$ cat config.mk
export PLATFORM = sky130hd
export DESIGN_NAME = multicycle_ctrl_flat
export DESIGN_NICKNAME = d
export VERILOG_FILES = /design/src/rtl/ctrl_pkg.sv /design/src/rtl/multicycle_ctrl_if.sv /design/src/rtl/cond_logic.sv /design/src/rtl/multicycle_ctrl.sv /design/src/flat_wrapper.sv
export SDC_FILE = /design/constraint.sdc
export NUM_CORES = 1
export LEC_CHECK = 0
export BUFFER_PORTS_ARGS = -buffer_cell sky130_fd_sc_hd__buf_2
export CAP_MARGIN = 20
export CORE_MARGIN = 1.5
export CORE_UTILIZATION = 40
export DETAILED_ROUTE_END_ITERATION = 12
export HOLD_SLACK_MARGIN = 0.08
export MAX_ROUTING_LAYER = met4
export PLACE_DENSITY = 0.7
export SLEW_MARGIN = 20
export SYNTH_ARGS = -nofsm -noshare
export SYNTH_HDL_FRONTEND = slang
export SYNTH_HIERARCHICAL = 1
export SYNTH_SLANG_ARGS = --single-unit
$ cat constraint.sdc
create_clock -name CLK -period 3.9 [get_ports CLK]
set_clock_uncertainty 0.15 [all_clocks]
set_input_delay 0.78 -clock CLK [delete_from_list [all_inputs] [get_ports CLK]]
set_output_delay 0.78 -clock CLK [all_outputs]
set_load 0.1 [all_outputs]
$ cat src/rtl/ctrl_pkg.sv
// Shared encodings for the multicycle ARM-subset control unit: FSM states,
// instruction-field codes, ALU controls, datapath mux selects and condition codes.
package ctrl_pkg;

  typedef enum logic [3:0] {
    S_FETCH,
    S_DECODE,
    S_MEMADR,
    S_MEMRD,
    S_MEMWB,
    S_MEMWR,
    S_EXECR,
    S_EXECI,
    S_ALUWB,
    S_BRANCH
  } state_e;

  localparam logic [1:0] OP_DP  = 2'b00;
  localparam logic [1:0] OP_MEM = 2'b01;
  localparam logic [1:0] OP_BR  = 2'b10;

  localparam logic [1:0] ALU_ADD = 2'b00;
  localparam logic [1:0] ALU_SUB = 2'b01;
  localparam logic [1:0] ALU_AND = 2'b10;
  localparam logic [1:0] ALU_ORR = 2'b11;

  localparam logic [3:0] CMD_AND = 4'b0000;
  localparam logic [3:0] CMD_SUB = 4'b0010;
  localparam logic [3:0] CMD_ADD = 4'b0100;
  localparam logic [3:0] CMD_CMP = 4'b1010;
  localparam logic [3:0] CMD_ORR = 4'b1100;

  // ALU B operand and result-bus selects
  localparam logic [1:0] SRCB_REG    = 2'b00;
  localparam logic [1:0] SRCB_IMM    = 2'b01;
  localparam logic [1:0] SRCB_FOUR   = 2'b10;
  localparam logic [1:0] RES_ALUOUT  = 2'b00;
  localparam logic [1:0] RES_DATA    = 2'b01;
  localparam logic [1:0] RES_ALU     = 2'b10;

  localparam logic [3:0] COND_EQ = 4'b0000;
  localparam logic [3:0] COND_NE = 4'b0001;
  localparam logic [3:0] COND_CS = 4'b0010;
  localparam logic [3:0] COND_CC = 4'b0011;
  localparam logic [3:0] COND_MI = 4'b0100;
  localparam logic [3:0] COND_PL = 4'b0101;
  localparam logic [3:0] COND_VS = 4'b0110;
  localparam logic [3:0] COND_VC = 4'b0111;
  localparam logic [3:0] COND_HI = 4'b1000;
  localparam logic [3:0] COND_LS = 4'b1001;
  localparam logic [3:0] COND_GE = 4'b1010;
  localparam logic [3:0] COND_LT = 4'b1011;
  localparam logic [3:0] COND_GT = 4'b1100;
  localparam logic [3:0] COND_LE = 4'b1101;
  localparam logic [3:0] COND_AL = 4'b1110;

endpackage

$ cat src/rtl/multicycle_ctrl_if.sv
// Instruction-field inputs and datapath control outputs of the control unit.
interface multicycle_ctrl_if ();

  logic [3:0] Cond;
  logic [1:0] Op;
  logic [5:0] Funct;
  logic [3:0] Rd;
  logic [3:0] ALUFlags;

  logic       PCWrite;
  logic       MemWrite;
  logic       RegWrite;
  logic       IRWrite;
  logic       AdrSrc;
  logic       ALUSrcA;
  logic [1:0] ALUSrcB;
  logic [1:0] ResultSrc;
  logic [1:0] ImmSrc;
  logic [1:0] RegSrc;
  logic [1:0] ALUControl;

  modport slave (
    input  Cond, Op, Funct, Rd, ALUFlags,
    output PCWrite, MemWrite, RegWrite, IRWrite, AdrSrc, ALUSrcA,
           ALUSrcB, ResultSrc, ImmSrc, RegSrc, ALUControl
  );

  modport master (
    output Cond, Op, Funct, Rd, ALUFlags,
    input  PCWrite, MemWrite, RegWrite, IRWrite, AdrSrc, ALUSrcA,
           ALUSrcB, ResultSrc, ImmSrc, RegSrc, ALUControl
  );

endinterface

$ cat src/rtl/cond_logic.sv
// NZCV flag register, condition-code evaluation and gating of every
// architectural write enable.
module cond_logic
  import ctrl_pkg::*;
(
  input  logic       CLK,
  input  logic       reset_n,
  input  logic [3:0] cond_i,
  input  logic [3:0] alu_flags_i,
  input  logic [1:0] flag_w_i,
  input  logic       next_pc_i,
  input  logic       branch_i,
  input  logic       reg_w_i,
  input  logic       mem_w_i,
  input  logic       ir_w_i,
  input  logic       rd_pc_i,
  output logic       pc_write_o,
  output logic       reg_write_o,
  output logic       mem_write_o,
  output logic       ir_write_o
);

  logic [1:0] nz_q;
  logic [1:0] cv_q;
  logic       cond_ex;
  logic       pcs;

  // NOTE: state is updated with non-blocking assignments so every register
  // samples the pre-edge values, independent of block ordering.
  always_ff @(posedge CLK or negedge reset_n) begin
    if (!reset_n) begin
      nz_q <= 2'b00;
      cv_q <= 2'b00;
    end else begin
      if (flag_w_i[1] && cond_ex) nz_q <= alu_flags_i[3:2];
      if (flag_w_i[0] && cond_ex) cv_q <= alu_flags_i[1:0];
    end
  end

  // NOTE: the default assignment ahead of the case keeps this block purely
  // combinational; any path leaving cond_ex unassigned would infer a latch.
  always_comb begin
    cond_ex = 1'b0;
    unique case (cond_i)
      COND_EQ: cond_ex = nz_q[0];
      COND_NE: cond_ex = !nz_q[0];
      COND_CS: cond_ex = cv_q[1];
      COND_CC: cond_ex = !cv_q[1];
      COND_MI: cond_ex = nz_q[1];
      COND_PL: cond_ex = !nz_q[1];
      COND_VS: cond_ex = cv_q[0];
      COND_VC: cond_ex = !cv_q[0];
      COND_HI: cond_ex = cv_q[1] && !nz_q[0];
      COND_LS: cond_ex = !cv_q[1] || nz_q[0];
      COND_GE: cond_ex = nz_q[1] == cv_q[0];
      COND_LT: cond_ex = nz_q[1] != cv_q[0];
      COND_GT: cond_ex = !nz_q[0] && (nz_q[1] == cv_q[0]);
      COND_LE: cond_ex = nz_q[0] || (nz_q[1] != cv_q[0]);
      COND_AL: cond_ex = 1'b1;
      default: cond_ex = 1'b0;
    endcase
  end

  // A register write to r15 is redirected to the PC write path.
  assign pcs         = branch_i | (reg_w_i & rd_pc_i);
  assign pc_write_o  = reset_n & (next_pc_i | (pcs & cond_ex));
  assign reg_write_o = reset_n & reg_w_i & cond_ex & !rd_pc_i;
  assign mem_write_o = reset_n & mem_w_i & cond_ex;
  assign ir_write_o  = reset_n & ir_w_i;

endmodule

$ cat src/rtl/multicycle_ctrl.sv
// Multicycle control unit: main FSM plus ALU decoder; condition gating and
// flags live in cond_logic.
module multicycle_ctrl
  import ctrl_pkg::*;
(
  input  logic               CLK,
  input  logic               reset_n,
  multicycle_ctrl_if.slave   bus
);

  state_e     state_q, state_d;
  logic       next_pc, branch, reg_w, mem_w, ir_w;
  logic [3:0] cmd;
  logic       cmd_ok, arith, in_exec;
  logic [1:0] alu_ctl;
  logic [1:0] flag_w;

  assign cmd     = bus.Funct[4:1];
  assign in_exec = (state_q == S_EXECR) || (state_q == S_EXECI);

  always_ff @(posedge CLK or negedge reset_n) begin
    if (!reset_n) state_q <= S_FETCH;
    else          state_q <= state_d;
  end

  always_comb begin
    state_d       = state_q;
    next_pc       = 1'b0;
    branch        = 1'b0;
    reg_w         = 1'b0;
    mem_w         = 1'b0;
    ir_w          = 1'b0;
    bus.AdrSrc    = 1'b0;
    bus.ALUSrcA   = 1'b0;
    bus.ALUSrcB   = SRCB_REG;
    bus.ResultSrc = RES_ALUOUT;
    unique case (state_q)
      S_FETCH: begin
        ir_w          = 1'b1;
        next_pc       = 1'b1;
        bus.ALUSrcA   = 1'b1;
        bus.ALUSrcB   = SRCB_FOUR;
        bus.ResultSrc = RES_ALU;
        state_d       = S_DECODE;
      end
      S_DECODE: begin
        bus.ALUSrcA   = 1'b1;
        bus.ALUSrcB   = SRCB_FOUR;
        bus.ResultSrc = RES_ALU;
        unique case (bus.Op)
          OP_MEM:  state_d = S_MEMADR;
          OP_DP:   state_d = bus.Funct[5] ? S_EXECI : S_EXECR;
          OP_BR:   state_d = S_BRANCH;
          default: state_d = S_FETCH;
        endcase
      end
      S_MEMADR: begin
        bus.ALUSrcB = SRCB_IMM;
        state_d     = bus.Funct[0] ? S_MEMRD : S_MEMWR;
      end
      S_MEMRD: begin
        bus.AdrSrc = 1'b1;
        state_d    = S_MEMWB;
      end
      S_MEMWB: begin
        bus.ResultSrc = RES_DATA;
        reg_w         = 1'b1;
        state_d       = S_FETCH;
      end
      S_MEMWR: begin
        bus.AdrSrc = 1'b1;
        mem_w      = 1'b1;
        state_d    = S_FETCH;
      end
      S_EXECR: state_d = S_ALUWB;
      S_EXECI: begin
        bus.ALUSrcB = SRCB_IMM;
        state_d     = S_ALUWB;
      end
      S_ALUWB: begin
        reg_w   = cmd_ok && (cmd != CMD_CMP);
        state_d = S_FETCH;
      end
      S_BRANCH: begin
        bus.ALUSrcB   = SRCB_IMM;
        bus.ResultSrc = RES_ALU;
        branch        = 1'b1;
        state_d       = S_FETCH;
      end
      default: state_d = S_FETCH;
    endcase
  end

  // Unsupported commands fall back to ADD but never write a register.
  always_comb begin
    alu_ctl = ALU_ADD;
    cmd_ok  = 1'b1;
    arith   = 1'b0;
    unique case (cmd)
      CMD_ADD: begin alu_ctl = ALU_ADD; arith = 1'b1; end
      CMD_SUB: begin alu_ctl = ALU_SUB; arith = 1'b1; end
      CMD_CMP: begin alu_ctl = ALU_SUB; arith = 1'b1; end
      CMD_AND: alu_ctl = ALU_AND;
      CMD_ORR: alu_ctl = ALU_ORR;
      default: cmd_ok = 1'b0;
    endcase
  end

  assign bus.ALUControl = in_exec ? alu_ctl : ALU_ADD;
  assign flag_w         = (in_exec && bus.Funct[0]) ? {1'b1, arith} : 2'b00;
  assign bus.ImmSrc     = bus.Op;
  assign bus.RegSrc     = {bus.Op == OP_MEM, bus.Op == OP_BR};

  cond_logic u_cond_logic (
    .CLK         (CLK),
    .reset_n     (reset_n),
    .cond_i      (bus.Cond),
    .alu_flags_i (bus.ALUFlags),
    .flag_w_i    (flag_w),
    .next_pc_i   (next_pc),
    .branch_i    (branch),
    .reg_w_i     (reg_w),
    .mem_w_i     (mem_w),
    .ir_w_i      (ir_w),
    .rd_pc_i     (bus.Rd == 4'hF),
    .pc_write_o  (bus.PCWrite),
    .reg_write_o (bus.RegWrite),
    .mem_write_o (bus.MemWrite),
    .ir_write_o  (bus.IRWrite)
  );

endmodule

$ cat src/flat_wrapper.sv
// flat-port wrapper written by rule: the top's interface ports become plain ports
module multicycle_ctrl_flat import ctrl_pkg::*;
  (CLK, reset_n, bus_Cond, bus_Op, bus_Funct, bus_Rd, bus_ALUFlags, bus_PCWrite, bus_MemWrite, bus_RegWrite, bus_IRWrite, bus_AdrSrc, bus_ALUSrcA, bus_ALUSrcB, bus_ResultSrc, bus_ImmSrc, bus_RegSrc, bus_ALUControl);
  multicycle_ctrl_if bus_i ();
  input  logic CLK;
  input  logic reset_n;
  input wire logic [$bits(bus_i.Cond)-1:0] bus_Cond;
  input wire logic [$bits(bus_i.Op)-1:0] bus_Op;
  input wire logic [$bits(bus_i.Funct)-1:0] bus_Funct;
  input wire logic [$bits(bus_i.Rd)-1:0] bus_Rd;
  input wire logic [$bits(bus_i.ALUFlags)-1:0] bus_ALUFlags;
  output wire logic [$bits(bus_i.PCWrite)-1:0] bus_PCWrite;
  output wire logic [$bits(bus_i.MemWrite)-1:0] bus_MemWrite;
  output wire logic [$bits(bus_i.RegWrite)-1:0] bus_RegWrite;
  output wire logic [$bits(bus_i.IRWrite)-1:0] bus_IRWrite;
  output wire logic [$bits(bus_i.AdrSrc)-1:0] bus_AdrSrc;
  output wire logic [$bits(bus_i.ALUSrcA)-1:0] bus_ALUSrcA;
  output wire logic [$bits(bus_i.ALUSrcB)-1:0] bus_ALUSrcB;
  output wire logic [$bits(bus_i.ResultSrc)-1:0] bus_ResultSrc;
  output wire logic [$bits(bus_i.ImmSrc)-1:0] bus_ImmSrc;
  output wire logic [$bits(bus_i.RegSrc)-1:0] bus_RegSrc;
  output wire logic [$bits(bus_i.ALUControl)-1:0] bus_ALUControl;
  assign bus_i.Cond = bus_Cond;
  assign bus_i.Op = bus_Op;
  assign bus_i.Funct = bus_Funct;
  assign bus_i.Rd = bus_Rd;
  assign bus_i.ALUFlags = bus_ALUFlags;
  assign bus_PCWrite = bus_i.PCWrite;
  assign bus_MemWrite = bus_i.MemWrite;
  assign bus_RegWrite = bus_i.RegWrite;
  assign bus_IRWrite = bus_i.IRWrite;
  assign bus_AdrSrc = bus_i.AdrSrc;
  assign bus_ALUSrcA = bus_i.ALUSrcA;
  assign bus_ALUSrcB = bus_i.ALUSrcB;
  assign bus_ResultSrc = bus_i.ResultSrc;
  assign bus_ImmSrc = bus_i.ImmSrc;
  assign bus_RegSrc = bus_i.RegSrc;
  assign bus_ALUControl = bus_i.ALUControl;
  multicycle_ctrl u_core (.CLK(CLK), .reset_n(reset_n), .bus(bus_i));
endmodule
# Word-level counts from Yosys, hierarchy flattened
# Index checks and enable logic that the tools add are counted.
# classes
mux	18
order_cmp	0
n_addsub	0
bitwise	11
n_mul	0
n_div	0
shifts	0
n_eq_ne	33
reduce_logical	26
# op_table
cell	n
$eq A4 B4 Y1 const B	12
$eq A4 B3 Y1 const B	9
$eq A4 B2 Y1 const B	5
$pmux W4 S5	1
$pmux W1 S15	1
$logic_not A4 Y1	3
$pmux W4 S3	1
$and A1 B1 Y1	9
$reduce_or A3 Y1	3
$eq A4 B1 Y1 const B	2
$mux W1	8
$pmux W2 S2	2
$reduce_or A2 Y1	4
$logic_and A1 B1 Y1	6
$pmux W2 S3	1
$logic_not A1 Y1	5
$reduce_or A5 Y1	1
$mux W2	2
$ne A4 B4 Y1 const B	1
$logic_or A1 B1 Y1	3
$mux W3	1
$eq A2 B1 Y1 const B	1
$eq A2 B2 Y1 const B	1
$logic_not A2 Y1	1
other kinds (4)	5
# word_totals
romBits	0
out_inout_bits	16
latchBits	0
inputBits	22
ram_bits	0
word_cells	91
mem_count	0
reg_bits	8

# Depth between registers and ports, before layout
# logic_depth
ltp_word	10
ltp_mapped	7
ltp_nobuf	6

# Modules after synthesis
# Netlist, hierarchy kept.
# modules_own_cells
module	cells_each	area_per_inst_um2	seq_area_each_um2	n_inst
cond_logic	49	427.9	100.1	1
multicycle_ctrl	55	420.4	100.1	1

# Worst setup path before layout
# Ideal clock, no wire load.
# synth_path
path_type	input -> output
start	input port bus_Cond[3]
end	output port bus_PCWrite
path_buffers	1
setup_slack_ps	-977
t_required_ps	2970
path_stages	6
arrival_ps	3947
path_cell_list	buf_2 > inv_1 > or4_1 > a21boi_1 > nor4_1 > o21ai_0
# synth_via
elab_chain_len	5
elab_cells_between_ends	19
cone_classes	eq/ne: 14; mux: 1; bitwise: 3; reduce/logical: 1
# synth_rtl
item	line	source
start: declaration	flat_wrapper.sv:7	input wire logic [$bits(bus_i.Cond)-1:0] bus_Cond;
$eq A4 B4 Y1, or another cell as far along	cond_logic.sv:44	unique case (cond_i)
$pmux W1 S15 (*)	cond_logic.sv:44	
$and A1 B1 Y1 (*)	cond_logic.sv:66	assign pc_write_o = reset_n & (next_pc_i | (pcs & cond_ex));
$or A1 B1 Y1 (*)	cond_logic.sv:66	
$and A1 B1 Y1 (*)	cond_logic.sv:66	
end: declaration	flat_wrapper.sv:12	output wire logic [$bits(bus_i.PCWrite)-1:0] bus_PCWrite;
# Mark *: on every way between the ends. The rest lies on a longest branch, timed or not.

# Worst setup path in the final report
# layout_path
start	input port bus_Cond[0]
end	output port bus_PCWrite
# The elaborated chain is that of the path after synthesis.

==> impl_metrics.env <==
export IMPL_fin_crit_sh_pct=90.3
export IMPL_synth_fa_ha_area_share_pct=0
export IMPL_die_area_sq_mm=0.00241
export IMPL_portBuffers=37
export IMPL_rsz0062_at_grt="false"
export IMPL_die_y_microns=49.1
export IMPL_finalSetupViolCount=0
export IMPL_num_rows=16
export IMPL_grt_usage_pct=17.3
export IMPL_hpwl_microns=1470
export IMPL_min_period_ps=3520
export IMPL_grt_pass1_vias=748
export IMPL_initial_utilization_pct=42.8
export IMPL_relSlewSlack_pct=52.5
export IMPL_core_area_sq_mm=0.00198
export IMPL_cts_sinks=8
export IMPL_grt_first_pass_wirelength_microns=3220
export IMPL_met1Wirelength_microns=900
export IMPL_cts_root_buf="clkbuf_4"
export IMPL_ys_ff_latch=8
export IMPL_synth_compound_area_share_pct=20.2
export IMPL_synth_simple_area_share_pct=33.8
export IMPL_cts_buffers=3
export IMPL_muxShareOfSynthArea_pct=6.49
export IMPL_cts_tree="yes"
export IMPL_post_cts_buffers=0
export IMPL_postRouteAntennaNets=0
export IMPL_syn_num_nets=126
export IMPL_grt_ovfl_total=0
export IMPL_slowest_stage="nor4_1"
export IMPL_ioPinCount=38
export IMPL_drc=0
export IMPL_crit_type="in2out"
export IMPL_synth_main_ff_cell="dfrtp_1"
export IMPL_die_w_microns=49.1
export IMPL_cts_hold_buf=0
export IMPL_first_pass_iters=4
export IMPL_status="completed"
export IMPL_fmax_mhz=284
export IMPL_fin_util_pct=52.8
export IMPL_critPathBufInv=2
export IMPL_clockBufferDepth=2
export IMPL_via_per_inst=5.19
export IMPL_num_nets_final=159
export IMPL_hp_class="in2async"
export IMPL_timing_rr_end="u_core/u_cond_logic/nz_q[0]"
export IMPL_worstPathRequired_ps=2970
export IMPL_routed_wl_met3_microns=80
export IMPL_maxSlewViolCount=0
export IMPL_htree_levels=1
export IMPL_areaGrowthSynthToFinish_pct=23.3
export IMPL_async_flop_share_pct=100
export IMPL_gp_congestion=0.794
export IMPL_top_layer="met3"
export IMPL_clkLatencyLatePin_ps=250
export IMPL_cp_common_cell="buf_2"
export IMPL_grt_max_degree=14
export IMPL_syn_cell_area_sq_um=848
export IMPL_cp_max_fo=10
export IMPL_cp_end_kind="primary output"
export IMPL_synth_xor_area_share_pct=6.19
export IMPL_synth_edf_count=0
export IMPL_yosys_warnings=6
export IMPL_vias=840
export IMPL_cts_repair_resize_count=0
export IMPL_worst_slew_pin_slew_ps=706
export IMPL_finalHoldViolCount=0
export IMPL_drive_above_1_share_pct=39.3
export IMPL_antenna_found_initial=0
export IMPL_n_antenna_cell=0
export IMPL_synth_top_family_by_area="simple AND/OR/NAND/NOR gates"
export IMPL_totalWireLength_microns=1850
export IMPL_ff2ff_path_depth=5
export IMPL_clkTransAtPathRegs_ps=50
export IMPL_netlist_instances=104
export IMPL_cp_cell_sequence="buf_2 -> and4bb_1 -> mux2i_1 -> a311oi_1 -> nor4_1 -> o21ai_1 -> buf_2"
export IMPL_critPathTopFamily="simple AND/OR/NAND/NOR gates"
export IMPL_r2r_start="u_core/u_cond_logic/nz_q[1]"
export IMPL_drv_cap=0
export IMPL_nFillCells=196
export IMPL_critical_path_max_stage_delay_ps=670
export IMPL_critPathLaunch="bus_Cond[0]"
export IMPL_r2r_setup_slack_ps=1620
export IMPL_ys_seq_area_share_pct=23.6
export IMPL_arrival_ps=2590
export IMPL_avgSynthCellArea_sq_um=8.16
export IMPL_drtIter0Drc=7
export IMPL_cp_start_kind="primary input"
export IMPL_ys_types=44
export IMPL_route_met2_wl_microns=865
export IMPL_wl_per_cell_microns=11.4
[worst reg2reg max path: stages, from the launching register on]
cell and delay (ps):
dfrtp_1 430, xnor2_1 220, mux2i_1 210, a311oi_1 150, o41ai_1 610, mux2_2 400
[cell usage after synthesis, types with 2 or more instances]
master / instances / area (sq um)
inv_1: 3 / 11.3
nor2b_1: 4 / 25.0
nor3_1: 9 / 45.0
o21ai_1: 4 / 20.0
mux2_2: 4 / 45.0
o41ai_1: 2 / 17.5
o21ai_0: 2 / 10.0
nand2_1: 8 / 30.0
buf_6: 2 / 22.5
buf_2: 4 / 20.0
a21oi_1: 4 / 20.0
nor3b_1: 3 / 22.5
nor4_1: 2 / 12.5
buf_4: 3 / 22.5
a211oi_1: 4 / 30.0
nor2_1: 5 / 18.8
nand2b_1: 3 / 18.8
xor2_1: 3 / 26.3
xnor2_1: 3 / 26.3
dfrtp_1: 8 / 200
[layer usage]
layer | up-vias | global-route usage (%)
met4 | 0 | 8.57
li1 | 443 | -
met1 | 374 | 23.3
met3 | 0 | 2.76
met5 | - | -
met2 | 23 | 25.1
[cell usage in the layout (no fill, tap or decap), types with 2 or more instances in the layout]
cell | Yosys | routed
a211oi_1 | 4 | 4
a21oi_1 | 4 | 4
buf_2 | 4 | 37
clkbuf_4 | 0 | 3
dfrtp_1 | 8 | 8
inv_1 | 3 | 3
mux2_2 | 4 | 4
nand2_1 | 8 | 8
nand2b_1 | 3 | 3
nor2_1 | 5 | 5
nor2b_1 | 4 | 4
nor3_1 | 9 | 6
nor3_2 | 0 | 2
nor3b_1 | 3 | 3
nor4_1 | 2 | 2
o21ai_1 | 4 | 5
o41ai_1 | 2 | 2
xnor2_1 | 3 | 3
xor2_1 | 3 | 3
[final cells by class]
class                   count  area [sq um]  share of cell area [%]
multi-input cells          83           587                    56.1
flip-flops and latches      8           200                    19.1
repair buffers             37           185                    17.7
well taps                  27          33.8                    3.23
clock buffers               3          22.5                    2.15
inverters                   4          17.5                    1.67
[registers in the layout, indices dropped and copies added, names as in the netlist]
register / count
u_core/state_q: 4
u_core/u_cond_logic/cv_q: 2
u_core/u_cond_logic/nz_q: 2
[worst max-delay path by stage]
| stage | endpoint | slack (ps) | cells past startpoint |
|---|---|---|---|
| 6_report | bus_PCWrite | 380 | 7 |
| 5_1_grt | bus_PCWrite | 270 | 7 |
| 4_1_cts | bus_PCWrite | 350 | 7 |
| 3_5_place_dp | bus_PCWrite | 360 | 7 |
| 3_3_place_gp | bus_PCWrite | 440 | 7 |
| 2_1_floorplan | bus_PCWrite | -250 | 6 |
[cells by family after synthesis]
logic type,after synthesis
AOI/OAI and AO/OA,24
xor gates and xnor gates,6
buffers and inverters,13
DFF,8
muxes,5
and+or+nand+nor,48
[stage by stage]
step	area [sq um]	cells	hold WS, ps	setup slack [ps]	setup TNS, ps
floorplan	870	104	334	-254	-413
global placement	1020	159	414	436	0
detailed placement	1020	159	429	357	0
CTS	1050	162	236	350	0
global route	1050	162	264	271	0
finish	1050	162	239	379	0
Power is not shown: default switching activity piles up to over one toggle a cycle in this logic, so the estimate is an artifact.
